$ cat src/rtl/mem_arb_pkg.sv
// mem_arb_pkg
// Shared definitions for the RAM port arbiter between the CPU memory stage
// and the host burst port:
//   V, AW, BE, LW  - data width, word-address width, byte-enable width and
//                    burst-length field width
//   BE_ALL_ONES    - byte enable used for every host write beat
//   arb_state_e    - arbiter FSM states
package mem_arb_pkg;

  localparam int V  = 256;
  localparam int AW = 14;
  localparam int BE = V / 8;
  localparam int LW = 4;

  localparam logic [BE-1:0] BE_ALL_ONES = {BE{1'b1}};

  typedef enum logic [1:0] {
    IDLE    = 2'd0,
    HOST_WR = 2'd1,
    HOST_RD = 2'd2,
    DONE    = 2'd3
  } arb_state_e;

endpackage

$ cat src/rtl/burst_addr_gen.sv
// burst_addr_gen
// Address and beat counter for one host burst.
//   clk, rst  - clock, synchronous active-high reset
//   load      - capture base address and length (beats minus 1)
//   advance   - step to the next beat
//   base, len - burst start address and beats-minus-1
//   addr      - address of the current beat (wraps modulo 2^AW)
//   last      - current beat is the final one of the burst
module burst_addr_gen
  import mem_arb_pkg::*;
(
  input  logic          clk,
  input  logic          rst,
  input  logic          load,
  input  logic          advance,
  input  logic [AW-1:0] base,
  input  logic [LW-1:0] len,
  output logic [AW-1:0] addr,
  output logic          last
);

  logic [AW-1:0] addr_r;
  // Beats still to be issued, including the current one (1..2^LW).
  logic [LW:0]   remaining_r;

  // Burst address / remaining-beat counters; the address wraps naturally.
  always_ff @(posedge clk) begin
    if (rst) begin
      addr_r      <= {AW{1'b0}};
      remaining_r <= {(LW+1){1'b0}};
    end else if (load) begin
      addr_r      <= base;
      remaining_r <= {1'b0, len} + {{LW{1'b0}}, 1'b1};
    end else if (advance) begin
      addr_r      <= addr_r + {{(AW-1){1'b0}}, 1'b1};
      remaining_r <= remaining_r - {{LW{1'b0}}, 1'b1};
    end else begin
      addr_r      <= addr_r;
      remaining_r <= remaining_r;
    end
  end

  assign addr = addr_r;
  assign last = (remaining_r == {{LW{1'b0}}, 1'b1});

endmodule

$ cat src/rtl/mem_port_arbiter.sv
// mem_port_arbiter
// Shares the single port of the 256-bit byte-enabled ip_ram between the CPU
// memory stage (zero-latency pass-through) and a host burst port.
//   cpu_*        - CPU request from the aligner; cpu_readData back to it,
//                  cpu_stall into the hazard unit
//   host_req/we/address/len/wdata - host burst request, fields sampled at grant
//   host_grant   - host owns the port (burst beats and the DONE cycle)
//   host_ack     - write beat consumed this cycle
//   host_rdata/host_rvalid - read beat returned from the RAM
//   host_done    - one-cycle pulse closing a burst
//   ram_*        - RAM port; ram_q is the RAM's registered read data
// Reset is synchronous and also forces every output to zero while asserted,
// so a reset that lands on a burst beat stops that beat from being written.
module mem_port_arbiter
  import mem_arb_pkg::*;
(
  input  logic          clk,
  input  logic          rst,
  input  logic          cpu_rden,
  input  logic          cpu_wren,
  input  logic [AW-1:0] cpu_address,
  input  logic [BE-1:0] cpu_byteena,
  input  logic [V-1:0]  cpu_writeData,
  output logic [V-1:0]  cpu_readData,
  output logic          cpu_stall,
  input  logic          host_req,
  input  logic          host_we,
  input  logic [AW-1:0] host_address,
  input  logic [LW-1:0] host_len,
  input  logic [V-1:0]  host_wdata,
  output logic          host_grant,
  output logic          host_ack,
  output logic [V-1:0]  host_rdata,
  output logic          host_rvalid,
  output logic          host_done,
  output logic          ram_rden,
  output logic          ram_wren,
  output logic [AW-1:0] ram_address,
  output logic [BE-1:0] ram_byteena,
  output logic [V-1:0]  ram_data,
  input  logic [V-1:0]  ram_q
);

  arb_state_e    state_r;
  arb_state_e    next_state_s;
  logic          start_s;
  logic          advance_s;
  logic [AW-1:0] burst_addr_s;
  logic          burst_last_s;
  // A read was issued last cycle, and whether the host (1) or CPU (0) issued it.
  logic          rd_valid_r;
  logic          owner_host_r;

  // The host only wins arbitration when the CPU has nothing to issue.
  assign start_s   = (state_r == IDLE) && host_req && !cpu_rden && !cpu_wren;
  assign advance_s = (state_r == HOST_WR) || (state_r == HOST_RD);

  burst_addr_gen u_addr_gen (
    .clk     (clk),
    .rst     (rst),
    .load    (start_s),
    .advance (advance_s),
    .base    (host_address),
    .len     (host_len),
    .addr    (burst_addr_s),
    .last    (burst_last_s)
  );

  // FSM state register.
  always_ff @(posedge clk) begin
    if (rst) begin
      state_r <= IDLE;
    end else begin
      state_r <= next_state_s;
    end
  end

  // Next-state logic; DONE always returns to IDLE so the CPU gets a chance
  // at every arbitration between bursts.
  always_comb begin
    next_state_s = state_r;
    case (state_r)
      IDLE: begin
        if (start_s) begin
          next_state_s = host_we ? HOST_WR : HOST_RD;
        end else begin
          next_state_s = IDLE;
        end
      end
      HOST_WR: begin
        if (burst_last_s) begin
          next_state_s = DONE;
        end else begin
          next_state_s = HOST_WR;
        end
      end
      HOST_RD: begin
        if (burst_last_s) begin
          next_state_s = DONE;
        end else begin
          next_state_s = HOST_RD;
        end
      end
      DONE:    next_state_s = IDLE;
      default: next_state_s = IDLE;
    endcase
  end

  // RAM port mux, grant/ack/done and CPU stall decode.
  always_comb begin
    ram_rden    = 1'b0;
    ram_wren    = 1'b0;
    ram_address = {AW{1'b0}};
    ram_byteena = {BE{1'b0}};
    ram_data    = {V{1'b0}};
    cpu_stall   = 1'b0;
    host_grant  = 1'b0;
    host_ack    = 1'b0;
    host_done   = 1'b0;
    if (!rst) begin
      case (state_r)
        IDLE: begin
          ram_rden    = cpu_rden;
          ram_wren    = cpu_wren;
          ram_address = cpu_address;
          ram_byteena = cpu_byteena;
          ram_data    = cpu_writeData;
        end
        HOST_WR: begin
          host_grant  = 1'b1;
          host_ack    = 1'b1;
          ram_wren    = 1'b1;
          ram_address = burst_addr_s;
          ram_byteena = BE_ALL_ONES;
          ram_data    = host_wdata;
          cpu_stall   = cpu_rden | cpu_wren;
        end
        HOST_RD: begin
          host_grant  = 1'b1;
          ram_rden    = 1'b1;
          ram_address = burst_addr_s;
          cpu_stall   = cpu_rden | cpu_wren;
        end
        DONE: begin
          host_grant  = 1'b1;
          host_done   = 1'b1;
          cpu_stall   = cpu_rden | cpu_wren;
        end
        default: begin
          host_grant  = 1'b0;
        end
      endcase
    end else begin
      host_grant = 1'b0;
    end
  end

  // Remember who issued this cycle's RAM read so next cycle's ram_q is routed.
  always_ff @(posedge clk) begin
    if (rst) begin
      rd_valid_r   <= 1'b0;
      owner_host_r <= 1'b0;
    end else begin
      rd_valid_r   <= ram_rden;
      owner_host_r <= (state_r == HOST_RD);
    end
  end

  // Read-data return to whichever master owns last cycle's read.
  always_comb begin
    cpu_readData = {V{1'b0}};
    host_rdata   = {V{1'b0}};
    host_rvalid  = 1'b0;
    if (!rst && rd_valid_r) begin
      if (owner_host_r) begin
        host_rdata  = ram_q;
        host_rvalid = 1'b1;
      end else begin
        cpu_readData = ram_q;
      end
    end else begin
      host_rvalid = 1'b0;
    end
  end

endmodule
$ cat config.mk
export PLATFORM = sky130hd
export DESIGN_NAME = mem_port_arbiter
export DESIGN_NICKNAME = d
export VERILOG_FILES = /design/src/rtl/mem_arb_pkg.sv /design/src/rtl/burst_addr_gen.sv /design/src/rtl/mem_port_arbiter.sv
export SDC_FILE = /design/constraint.sdc
export NUM_CORES = 1
export LEC_CHECK = 0
export BUFFER_PORTS_ARGS = -buffer_cell sky130_fd_sc_hd__buf_2
export CORE_AREA = 2 2 655 657
export DETAILED_ROUTE_END_ITERATION = 10
export DIE_AREA = 0 0 657 659
export GPL_TIMING_DRIVEN = 0
export PLACE_DENSITY_LB_ADDON = 0.3
export REMOVE_ABC_BUFFERS = 1
export SLEW_MARGIN = 20
export SYNTH_ARGS = -nofsm -noshare
export SYNTH_HDL_FRONTEND = slang
export SYNTH_SLANG_ARGS = --single-unit
$ cat constraint.sdc
create_clock -name clk -period 5.01 [get_ports clk]
set_clock_uncertainty 0.2 [all_clocks]
set_input_delay 1.002 -clock clk [delete_from_list [all_inputs] [get_ports clk]]
set_output_delay 1.002 -clock clk [all_outputs]
set_load 0.1 [all_outputs]
==> results.tsv, run 1 <==
metric	value	unit
Synth Register Bits	23	
Period Utilization, post-route	99.15	%
Startpoint Class	primary input	
I/O Pins	1659	
CP Class	in -> out	
hold crit path type	reg -> reg	
Power Total	0.003732	W
Top FF cell, synth	dfxtp_1	
CTS Hold Bufs	0	
Synth async-reset ratio	0	%
worst r2r src	state_r[0]$_SDFF_PP0_	
die area	433000	sq um
dpl hpwl	348800	um
Routability Congestion	1.256	
final instance area	24950	sq um
fmax	201.3	MHz
worst slew pin tran	0.9761	ns
reg2reg end	u_addr_gen.addr[12]$_SDFFE_PP0P_	
final WL	367400	um
DRT antenna net count	0	
Place WS	-0.7487	ns
total number of vias	21010	
Non-Filler Instances	8777	
Synth area leaders	and2_1, a22oi_1, nor2_1, clkbuf_1, dfxtp_1	
hold endpoint	u_addr_gen.addr[10]$_SDFFE_PP0P_	
layout cells sized above 1	57.87	%
leading cell types in the layout, fill and taps excluded	buf_2, and2_1, nor2_1	
CP Depth	8	
Residual DRC	0	
Post-Place Cell Area	24100	sq um
worst hold slack	0.3816	ns
cell row count	240	
Final Net Count	3822	
CTS clock-pin slew for the worst setup and hold paths	0.08	ns
Layout area overhead	190.2	%
Initial Utilization	2.019	%
Mapped Cells	1436	
setup violators final	0	
CP Data Required Time	3.81	ns
post-synthesis cell area	8597	sq um
max_cap viols	0	
DRT Pass-1 Iters	7	
post-layout min period	4.967	ns
crit end category	output pin	
Cells after DPL	8647	
Slew HR	35.37	%
CTS root buffer	clkbuf_16	
Leak Pwr	11.81	nW
pwr dens	149.6	nW/um^2
critical-path maximum fanout	98	
critical path's top delay family	buffers and inverters	
number of global-route vias before repair	17393	
DR WL/cell	41.86	um
Clock Sinks	23	
sequential area share after synthesis	5.356	%
final hold viol count	0	
H-tree depth	1	
largest net degree at the start of global routing	98	
worst-skew pair later-pin latency	0.31	ns
Worst VDD drop	0.1187	mV
Mapped Avg Cell Area	5.987	sq um
largest area contributor in the netlist	and2_1	
PnR worst setup slack	0.04254	ns
initial antenna violation count	411	
Synth top area share	37.26	%
commonest non-fill, non-tap cell in the layout	buf_2	
crit-path cells	buf_12 -> buf_16 -> and3b_4 -> buf_16 -> buf_16 -> buf_12 -> and2_1 -> buf_2	
Critical Path Max Stage Delay	0.52	ns
sum of buffers and inverters on the critical path	6	
Die Ht	659	um
Ys Warns	0	
Longest Clk Path Bufs	2	
Hold Path Origin	u_addr_gen.addr[10]$_SDFFE_PP0P_	
CP max-delay cell	buf_2	
GRT Util Overall	16.19	%
signal arrival time at the worst endpoint	3.77	ns
first-pass GRT wire length	404300	um
Num CTS Buffers	3	
Worst R2R Path Depth	6	
number of fill cells	51012	
Vias per Instance	2.394	
CTS tree	done	
Slew Limit Fails	0	
port bufs	1658	
status	finished, final reports clean	
Post-synth EDFFs	0	
die width	657	um
global route overflow	0	
post-synthesis cell type count	48	
Worst Hold Depth	2	
starting DRC count in detailed routing	1669	
setup slack, reg-to-reg	2.19	ns
core box area	425800	sq um
CP most frequent cell	buf_16	
## synthesized netlist by cell type (3+ instances only)
cell type	number
and2_1	512
nor2_1	327
a22oi_1	270
clkbuf_1	137
a21oi_1	37
dfxtp_1	23
buf_2	14
a211oi_1	13
buf_1	12
ha_1	11
xor2_1	11
nand2_1	7
nand4_1	6
nand3_1	5
inv_1	4
xnor2_1	4
buf_6	3
nor2b_1	3
o21ai_0	3
## logic make-up (layout without fill, tap and decap cells)
logic type	Yosys count	in the layout	synth area share (%)
muxes	1	1	0.1164
xor gates and xnor gates	15	15	1.528
and+or+nand+nor	879	879	54.96
adders and majority gates	11	11	1.601
AOI/OAI and AO/OA	334	334	28.15
DFF	23	23	5.356
buffers and inverters	173	1709	8.296
other	0	118	0
## worst reg2reg max path, cell delays in order (launching register included)
cell and delay, ns:
dfxtp_1 0.49, inv_1 0.16, ha_4 0.60, and4_1 0.67
nand4_1 0.22, xor2_1 0.18, a211oi_1 0.21
## state kept, by name (all words and copies together) (netlist names)
signal,flops
u_addr_gen.remaining_r,5
rd_valid_r,1
owner_host_r,1
state_r,2
u_addr_gen.addr,14
## per-layer routing
layer	GRT usage [%]	part of all wire (%)	routed length, um
met1	13.94	29	107800
met2	28.35	48	176900
met3	12.96	18	64510
met5	0.3324	0.60	2195
met4	4.849	4.3	15970
## area by class of cell
class                   count  area [sq um]  share of cell area [%]
repair buffers           1701          9487                   38.03
multi-input cells        1240          7495                   30.04
well taps                5687          7116                   28.52
flip-flops and latches     23         460.4                   1.846
diodes                    118         295.3                   1.184
clock buffers               3         75.07                  0.3009
inverters                   4         15.01                 0.06018
clock inverters             1         5.005                 0.02006
## where the power goes
part / switching (W) / internal [W] / leakage (nW)
sequential: 0.0000155 / 0.000193 / 0.188
clock: 0.000110 / 0.000109 / 0.0416
combinational: 0.00273 / 0.000571 / 11.6
total: 0.00286 / 0.000873 / 11.8
## what timing repair did
item,CTS,global route
setup endpoints to repair,318,131
pin swaps,1,0
resized for setup,90,32
gates cloned,2,1
setup buffers,3,3
## through the flow
| step | TNS [ns] | utilization [%] |
|---|---|---|
| finish | 0 | 5.859 |
| global route | -0.01524 | 5.832 |
| CTS | 0 | 5.755 |
| detailed placement | -87.50 | 5.659 |
| global placement | -9645.63 | 5.475 |
| floorplan | -2330.46 | - |
## how the worst max path moves through the flow
stage                         to  slack (ns)             startpoint
6_report          host_rdata[29]        0.04                    rst
3_5_place_dp    cpu_readData[58]       -0.75                    rst
4_1_cts        cpu_readData[210]        0.03                    rst
3_3_place_gp    cpu_readData[95]      -18.11                    rst
5_1_grt        cpu_readData[175]       -0.01                    rst
2_1_floorplan     ram_byteena[0]       -5.84  state_r[0]$_SDFF_PP0_
No activity file was read; power rests on OpenSTA's default activity.
==> run 2, diff against run 1 <==
--- a/config.mk
+++ b/config.mk
@@ -11,7 +11,6 @@
 export DIE_AREA = 0 0 657 659
 export GPL_TIMING_DRIVEN = 0
 export PLACE_DENSITY_LB_ADDON = 0.3
-export REMOVE_ABC_BUFFERS = 1
 export SLEW_MARGIN = 20
 export SYNTH_ARGS = -nofsm -noshare
 export SYNTH_HDL_FRONTEND = slang
==> run 2 against run 1 <==
  * Worst hold slack gained 0.033 ns
  * Count of clock-buffer cells in the layout stayed put
  * Combinational power is 2% higher
  * Clock power is 7% lower
  * Non-clock buffer count up 132
  * Die area stayed put
  * Highest routed layer unchanged
  * Critical path depth is 1 lower
==> results.tsv, run 2 (synthesis gave the netlist of run 1 again) <==
metric	value	unit	change
Die Ht	659	um	unchanged
DRT antenna net count	0		unchanged
Period Utilization, post-route	98.11	%	was 99.15%
Worst Hold Depth	2		unchanged
final instance area	24650	sq um	was 24950 sq um
critical-path maximum fanout	10		was 98
post-layout min period	4.915	ns	was 4.967 ns
number of global-route vias before repair	19170		was 17393
Initial Utilization	2.019	%	unchanged
CTS clock-pin slew for the worst setup and hold paths	0.08	ns	about the same
worst-skew pair later-pin latency	0.28	ns	was 0.31 ns
CP Data Required Time	3.81	ns	about the same
initial antenna violation count	411		unchanged
Place WS	-0.6364	ns	was -0.7487 ns
Routability Congestion	0.9717		was 1.256
crit end category	output pin		unchanged
Hold Path Origin	u_addr_gen.addr[13]$_SDFFE_PP0P_		was u_addr_gen.addr[10]$_SDFFE_PP0P_
GRT Util Overall	15.54	%	was 16.19%
cell row count	240		unchanged
die area	433000	sq um	unchanged
reg2reg end	rd_valid_r$_SDFF_PP0_		was u_addr_gen.addr[12]$_SDFFE_PP0P_
total number of vias	21047		was 21010
Num CTS Buffers	3		unchanged
CTS root buffer	clkbuf_16		unchanged
final hold viol count	0		unchanged
Startpoint Class	primary input		unchanged
Worst VDD drop	0.1192	mV	was 0.1187 mV
Slew Limit Fails	0		unchanged
final WL	352700	um	was 367400 um
CP Class	in -> out		unchanged
Post-Place Cell Area	24110	sq um	was 24100 sq um
PnR worst setup slack	0.09492	ns	was 0.04254 ns
status	finished, final reports clean		unchanged
Layout area overhead	186.8	%	was 190.2%
Clock Sinks	23		unchanged
Residual DRC	0		unchanged
Leak Pwr	11.81	nW	about the same
crit path launch	rst		unchanged
CTS tree	done		unchanged
largest net degree at the start of global routing	14		was 98
die width	657	um	unchanged
global route overflow	0		unchanged
layout cells sized above 1	55.67	%	was 57.87%
pwr dens	153.5	nW/um^2	was 149.6 nW/um^2
setup violators final	0		unchanged
core box area	425800	sq um	unchanged
M1 wire length	110500	um	was 107800 um
setup slack, reg-to-reg	2.66	ns	was 2.19 ns
flip-flop count of the largest register after layout	14		unchanged
first-pass GRT wire length	393700	um	was 404300 um
I/O Pins	1659		unchanged
Worst R2R Path Depth	6		unchanged
worst slew pin tran	1.120	ns	was 0.9761 ns
Longest Clk Path Bufs	2		unchanged
Slew HR	25.33	%	was 35.37%
DRT Pass-1 Iters	6		was 7
Top Metal Used	met5		unchanged
hold crit path type	reg -> reg		unchanged
met2 wire len	192300	um	was 176900 um
worst r2r src	state_r[0]$_SDFF_PP0_		unchanged
max_cap viols	0		unchanged
signal arrival time at the worst endpoint	3.71	ns	was 3.77 ns
Vias per Instance	2.357		was 2.394
commonest non-fill, non-tap cell in the layout	buf_2		unchanged
dpl hpwl	337300	um	was 348800 um
RSZ-0062 raised after global routing	false		
Critical Path Sink	host_rdata[75]		was host_rdata[29]
port bufs	1657		was 1658
Syn Nets	2285		
starting DRC count in detailed routing	1788		was 1669
DR WL/cell	39.49	um	was 41.86 um
leading cell types in the layout, fill and taps excluded	buf_2, and2_1, nor2_1		unchanged
met3 WL	35630	um	was 64510 um
Final Net Count	3954		was 3822
fmax	203.5	MHz	was 201.3 MHz
H-tree depth	1		unchanged
## run 2: cell count changes in the layout (fill, tap and decap cells not counted), moves of 11 or more
cell      delta
clkbuf_2    +31
buf_1       +12
buf_8       -11
buf_2       +70
clkbuf_1   +105
diode_2     +22
buf_6       -21
buf_4       -13
clkbuf_4    -18
buf_16      -12
## run 2: final cells by class
cell class                 instances  area (sq um)
antenna                          140         350.3
timing repair buffer            1664          8453
inverter                           4         15.01
buffer                           169         750.7
tap                             5687          7116
clock buffer                       3         75.07
sequential                        23         460.4
clock inverter                     1         5.005
multi-input combinational       1240          7430
fill                           51291        401200
## run 2: critical path: stages
cell,delay (ns)
buf_2,0.25
and3b_1,0.28
buf_2,0.38
buf_4,0.43
clkbuf_1,0.44
and2_1,0.34
buf_2,0.48
## run 2: power by group
group	switching (W)	internal (W)	total, W	leakage, nW
Combinational	0.00283	0.000541	0.00337	11.6
Sequential	0.0000194	0.000193	0.000212	0.188
Clock	0.0000941	0.000109	0.000203	0.0417
## run 2: worst min path at each step
stage / slack, ns / endpoint
4_1_cts: 0.42 / u_addr_gen.addr[13]$_SDFFE_PP0P_
2_1_floorplan: 0.33 / u_addr_gen.addr[10]$_SDFFE_PP0P_
6_report: 0.41 / u_addr_gen.addr[13]$_SDFFE_PP0P_
5_1_grt: 0.43 / u_addr_gen.addr[13]$_SDFFE_PP0P_
3_5_place_dp: 0.40 / u_addr_gen.addr[13]$_SDFFE_PP0P_
3_3_place_gp: 0.42 / u_addr_gen.addr[13]$_SDFFE_PP0P_
## run 2: per-layer routing
layer | global-route usage (%) | vias up
li1 | - | 8378
met1 | 14.24 | 9938
met2 | 30.90 | 1885
met3 | 6.679 | 678
met4 | 3.928 | 168
met5 | 0 | -
## run 2: through the flow
stage                     instances  hold slack, ns  setup TNS, ns  util (%)  total power [W]
final                          8931          0.4144              0     5.790         0.003785
after detailed placement       8786          0.4044         -62.80     5.661         0.003651
after global placement         8780          0.4189        -319.28     5.638         0.003649
after floorplan                1436          0.3332              0         -         0.002115
after global routing           8862          0.4269              0     5.750         0.003895
after CTS                      8791          0.4196              0     5.708         0.003874
## run 2: what timing repair did
action                     CTS  global route
setup endpoints to repair  381             0
hold buffers                 0             0
setup buffers                1             0
gates resized for setup     47             0
==> run 3, diff against run 2 <==
--- a/config.mk
+++ b/config.mk
@@ -6,12 +6,14 @@
 export NUM_CORES = 1
 export LEC_CHECK = 0
 export BUFFER_PORTS_ARGS = -buffer_cell sky130_fd_sc_hd__buf_2
-export CORE_AREA = 2 2 655 657
+export CAP_MARGIN = 25
+export CORE_AREA = 2 2 646 648
 export DETAILED_ROUTE_END_ITERATION = 10
-export DIE_AREA = 0 0 657 659
+export DIE_AREA = 0 0 648 650
 export GPL_TIMING_DRIVEN = 0
 export PLACE_DENSITY_LB_ADDON = 0.3
 export SLEW_MARGIN = 20
 export SYNTH_ARGS = -nofsm -noshare
 export SYNTH_HDL_FRONTEND = slang
+export SYNTH_HIERARCHICAL = 1
 export SYNTH_SLANG_ARGS = --single-unit
==> run 3 against run 2 <==
  * Highest routed layer unchanged
  * Worst setup slack better by 0.094 ns
  * Flip-flop and latch count is the same
  * Cell area increased by 2.2%
  * Sequential share of layout area about the same
  * Wire length increased by 3.0%
==> results.tsv, run 3 <==
metric	value	unit	change
status	finished, final reports clean		unchanged
total number of vias	21949		was 21047
post-layout min period	4.821	ns	was 4.915 ns
Die Ht	650	um	was 659 um
Period Utilization, post-route	96.22	%	was 98.11%
worst-skew pair later-pin latency	0.27	ns	was 0.28 ns
FF+latch area	460.4	sq um	unchanged
DR WL/cell	41.23	um	was 39.49 um
Initial Utilization	2.140	%	was 2.019%
worst slew pin tran	1.305	ns	was 1.120 ns
post-synthesis cell area	8880	sq um	was 8597 sq um
multi-input logic area	7508	sq um	was 7430 sq um
core box area	414900	sq um	was 425800 sq um
Hold Path Origin	u_addr_gen/remaining_r[4]$_SDFFE_PP0P_		was u_addr_gen.addr[13]$_SDFFE_PP0P_
CP Class	reg -> out		was in -> out
die area	421200	sq um	was 433000 sq um
Post-synth EDFFs	0		unchanged
hold crit path type	reg -> reg		unchanged
Residual DRC	0		unchanged
number of fill cells	49557		was 51291
Cells after DPL	8610		was 8786
initial antenna violation count	454		was 411
Worst VDD drop	0.1438	mV	was 0.1192 mV
Routability Congestion	1.095		was 0.9717
Synth async-reset ratio	0	%	unchanged
post-synthesis cell type count	55		was 48
CTS root buffer	clkbuf_16		unchanged
first-pass GRT wire length	401900	um	was 393700 um
worst r2r src	state_r[0]$_SDFF_PP0_		unchanged
Clock Sinks	23		unchanged
final instance area	25200	sq um	was 24650 sq um
RSZ-0062 raised after global routing	false		unchanged
CTS clock-pin slew for the worst setup and hold paths	0.07	ns	was 0.08 ns
Ys Warns	6		was 0
setup violators final	0		unchanged
Synth Register Bits	23		unchanged
I/O Pins	1659		unchanged
Mapped Cells	1420		was 1436
port bufs	1658		was 1657
Num CTS Buffers	3		unchanged
layout cells sized above 1	58.81	%	was 55.67%
max_cap viols	0		unchanged
most numerous cell in the Yosys netlist	and2_1		unchanged
Post-Place Cell Area	24580	sq um	was 24110 sq um
die width	648	um	was 657 um
CTS tree	done		unchanged
Layout area overhead	183.8	%	was 186.8%
Slew HR	13.03	%	was 25.33%
H-tree depth	1		unchanged
critical-path maximum fanout	19		was 10
PnR worst setup slack	0.1891	ns	was 0.09492 ns
worst hold slack	0.2970	ns	was 0.4144 ns
DRT Pass-1 Iters	5		was 6
Synth area leaders	and2_1, a22oi_1, nor2_1, dfxtp_1, buf_6		was and2_1, a22oi_1, nor2_1, clkbuf_1, dfxtp_1
number of global-route vias before repair	18654		was 19170
cell row count	237		was 240
setup slack, reg-to-reg	2.50	ns	was 2.66 ns
starting DRC count in detailed routing	1987		was 1788
Mapped Avg Cell Area	6.253	sq um	was 5.987 sq um
Slew Limit Fails	0		unchanged
Final TNS setup	0	ns	unchanged
Startpoint Class	register		was primary input
flip-flop count of the largest register after layout	14		unchanged
leading cell types in the layout, fill and taps excluded	buf_2, and2_1, nor2_1		unchanged
largest area contributor in the netlist	and2_1		unchanged
Non-Filler Instances	8815		was 8931
Leak Pwr	12.42	nW	was 11.81 nW
DRT antenna net count	0		unchanged
Longest Clk Path Bufs	2		unchanged
CTS Hold Bufs	0		unchanged
final WL	363400	um	was 352700 um
largest net degree at the start of global routing	20		was 14
Place WS	-0.7133	ns	was -0.6364 ns
sequential area share after synthesis	5.185	%	was 5.356%
Top FF cell, synth	dfxtp_1		unchanged
pwr dens	161.7	nW/um^2	was 153.5 nW/um^2
global route overflow	0		unchanged
crit path launch	state_r[1]$_SDFF_PP0_		was rst
GRT Util Overall	16.45	%	was 15.54%
Synth top area share	36.07	%	was 37.26%
dpl hpwl	348100	um	was 337300 um
crit end category	output pin		unchanged
top post-synthesis cells by count	and2_1, nor2_1, a22oi_1, clkbuf_1, buf_2		was and2_1, nor2_1, a22oi_1, clkbuf_1, a21oi_1
fmax	207.4	MHz	was 203.5 MHz
CP Data Required Time	3.81	ns	about the same
final hold viol count	0		unchanged
Vias per Instance	2.490		was 2.357
signal arrival time at the worst endpoint	3.62	ns	was 3.71 ns
Final Net Count	3969		was 3954
Syn Nets	2268		was 2285
commonest non-fill, non-tap cell in the layout	buf_2		unchanged
run 3: changes by cell type after synthesis, sizes merged, moves of 4 or more:
cell    delta
a211oi     -9
inv        +4
a21oi     -26
or4        +5
nand2      +7
buf       +49
a21o      +31
nor2      -38
clkbuf    -52
run 3: cell families after synthesis:
family	after synthesis	share of synthesized area (%)
AOI/OAI and AO/OA	342	28.65
DFF	23	5.185
and+or+nand+nor	860	52.78
buffers and inverters	175	10.96
adders and majority gates	10	1.409
muxes	1	0.1268
xor gates and xnor gates	9	0.8877
run 3: final timing paths:
check                                                              end  cells past startpoint
worst max-delay path                                     ram_data[168]                      8
worst min register to register  u_addr_gen/remaining_r[4]$_SDFFE_PP0P_                      2
worst min-delay path            u_addr_gen/remaining_r[4]$_SDFFE_PP0P_                      2
worst max register to register         u_addr_gen/addr[3]$_SDFFE_PP0P_                      9
run 3: worst max-delay path: stages, from the launching register on:
cell and delay, ns:
dfxtp_1 0.35, inv_1 0.11, ha_1 0.22, buf_4 0.31
buf_4 0.38, clkbuf_1 0.57, a22oi_1 0.43, nor2_1 0.20
buf_2 0.62
run 3: where the power goes:
part	switching [W]	internal [W]
Clock	0.0000856	0.000109
Sequential	0.0000134	0.000192
Combinational	0.00308	0.000594
run 3: final cells by class:
class                           instances  share of cell area [%]
Tap cell                             5497                   27.29
Clock buffer                            3                  0.2979
Buffer                                165                   3.773
Timing Repair Buffer                 1697                   34.89
Multi-Input combinational cell       1222                   29.79
Antenna cell                          198                   1.966
Sequential cell                        23                   1.827
Clock inverter                          1                 0.02979
Inverter                                9                  0.1340
run 3: metal layers:
layer  vias to the layer above  track usage, %  share of wire, %
met5                         -               0              0.40
li1                       8493               -                 -
met3                       851           11.92                17
met2                      2212           27.67                46
met1                     10175           15.61                32
met4                       218           5.298               4.4
run 3: metrics by stage:
stage	total power (W)	utilization, %
CTS	0.004122	5.952
global route	0.004189	6.023
detailed placement	0.003913	5.926
global placement	0.003871	5.799
floorplan	0.002225	-
finish	0.004075	6.075
run 3: repair_timing:
action	4_1_cts	5_1_grt
gates resized for setup	2	0
setup endpoints to repair	61	0
buffers inserted	2	0
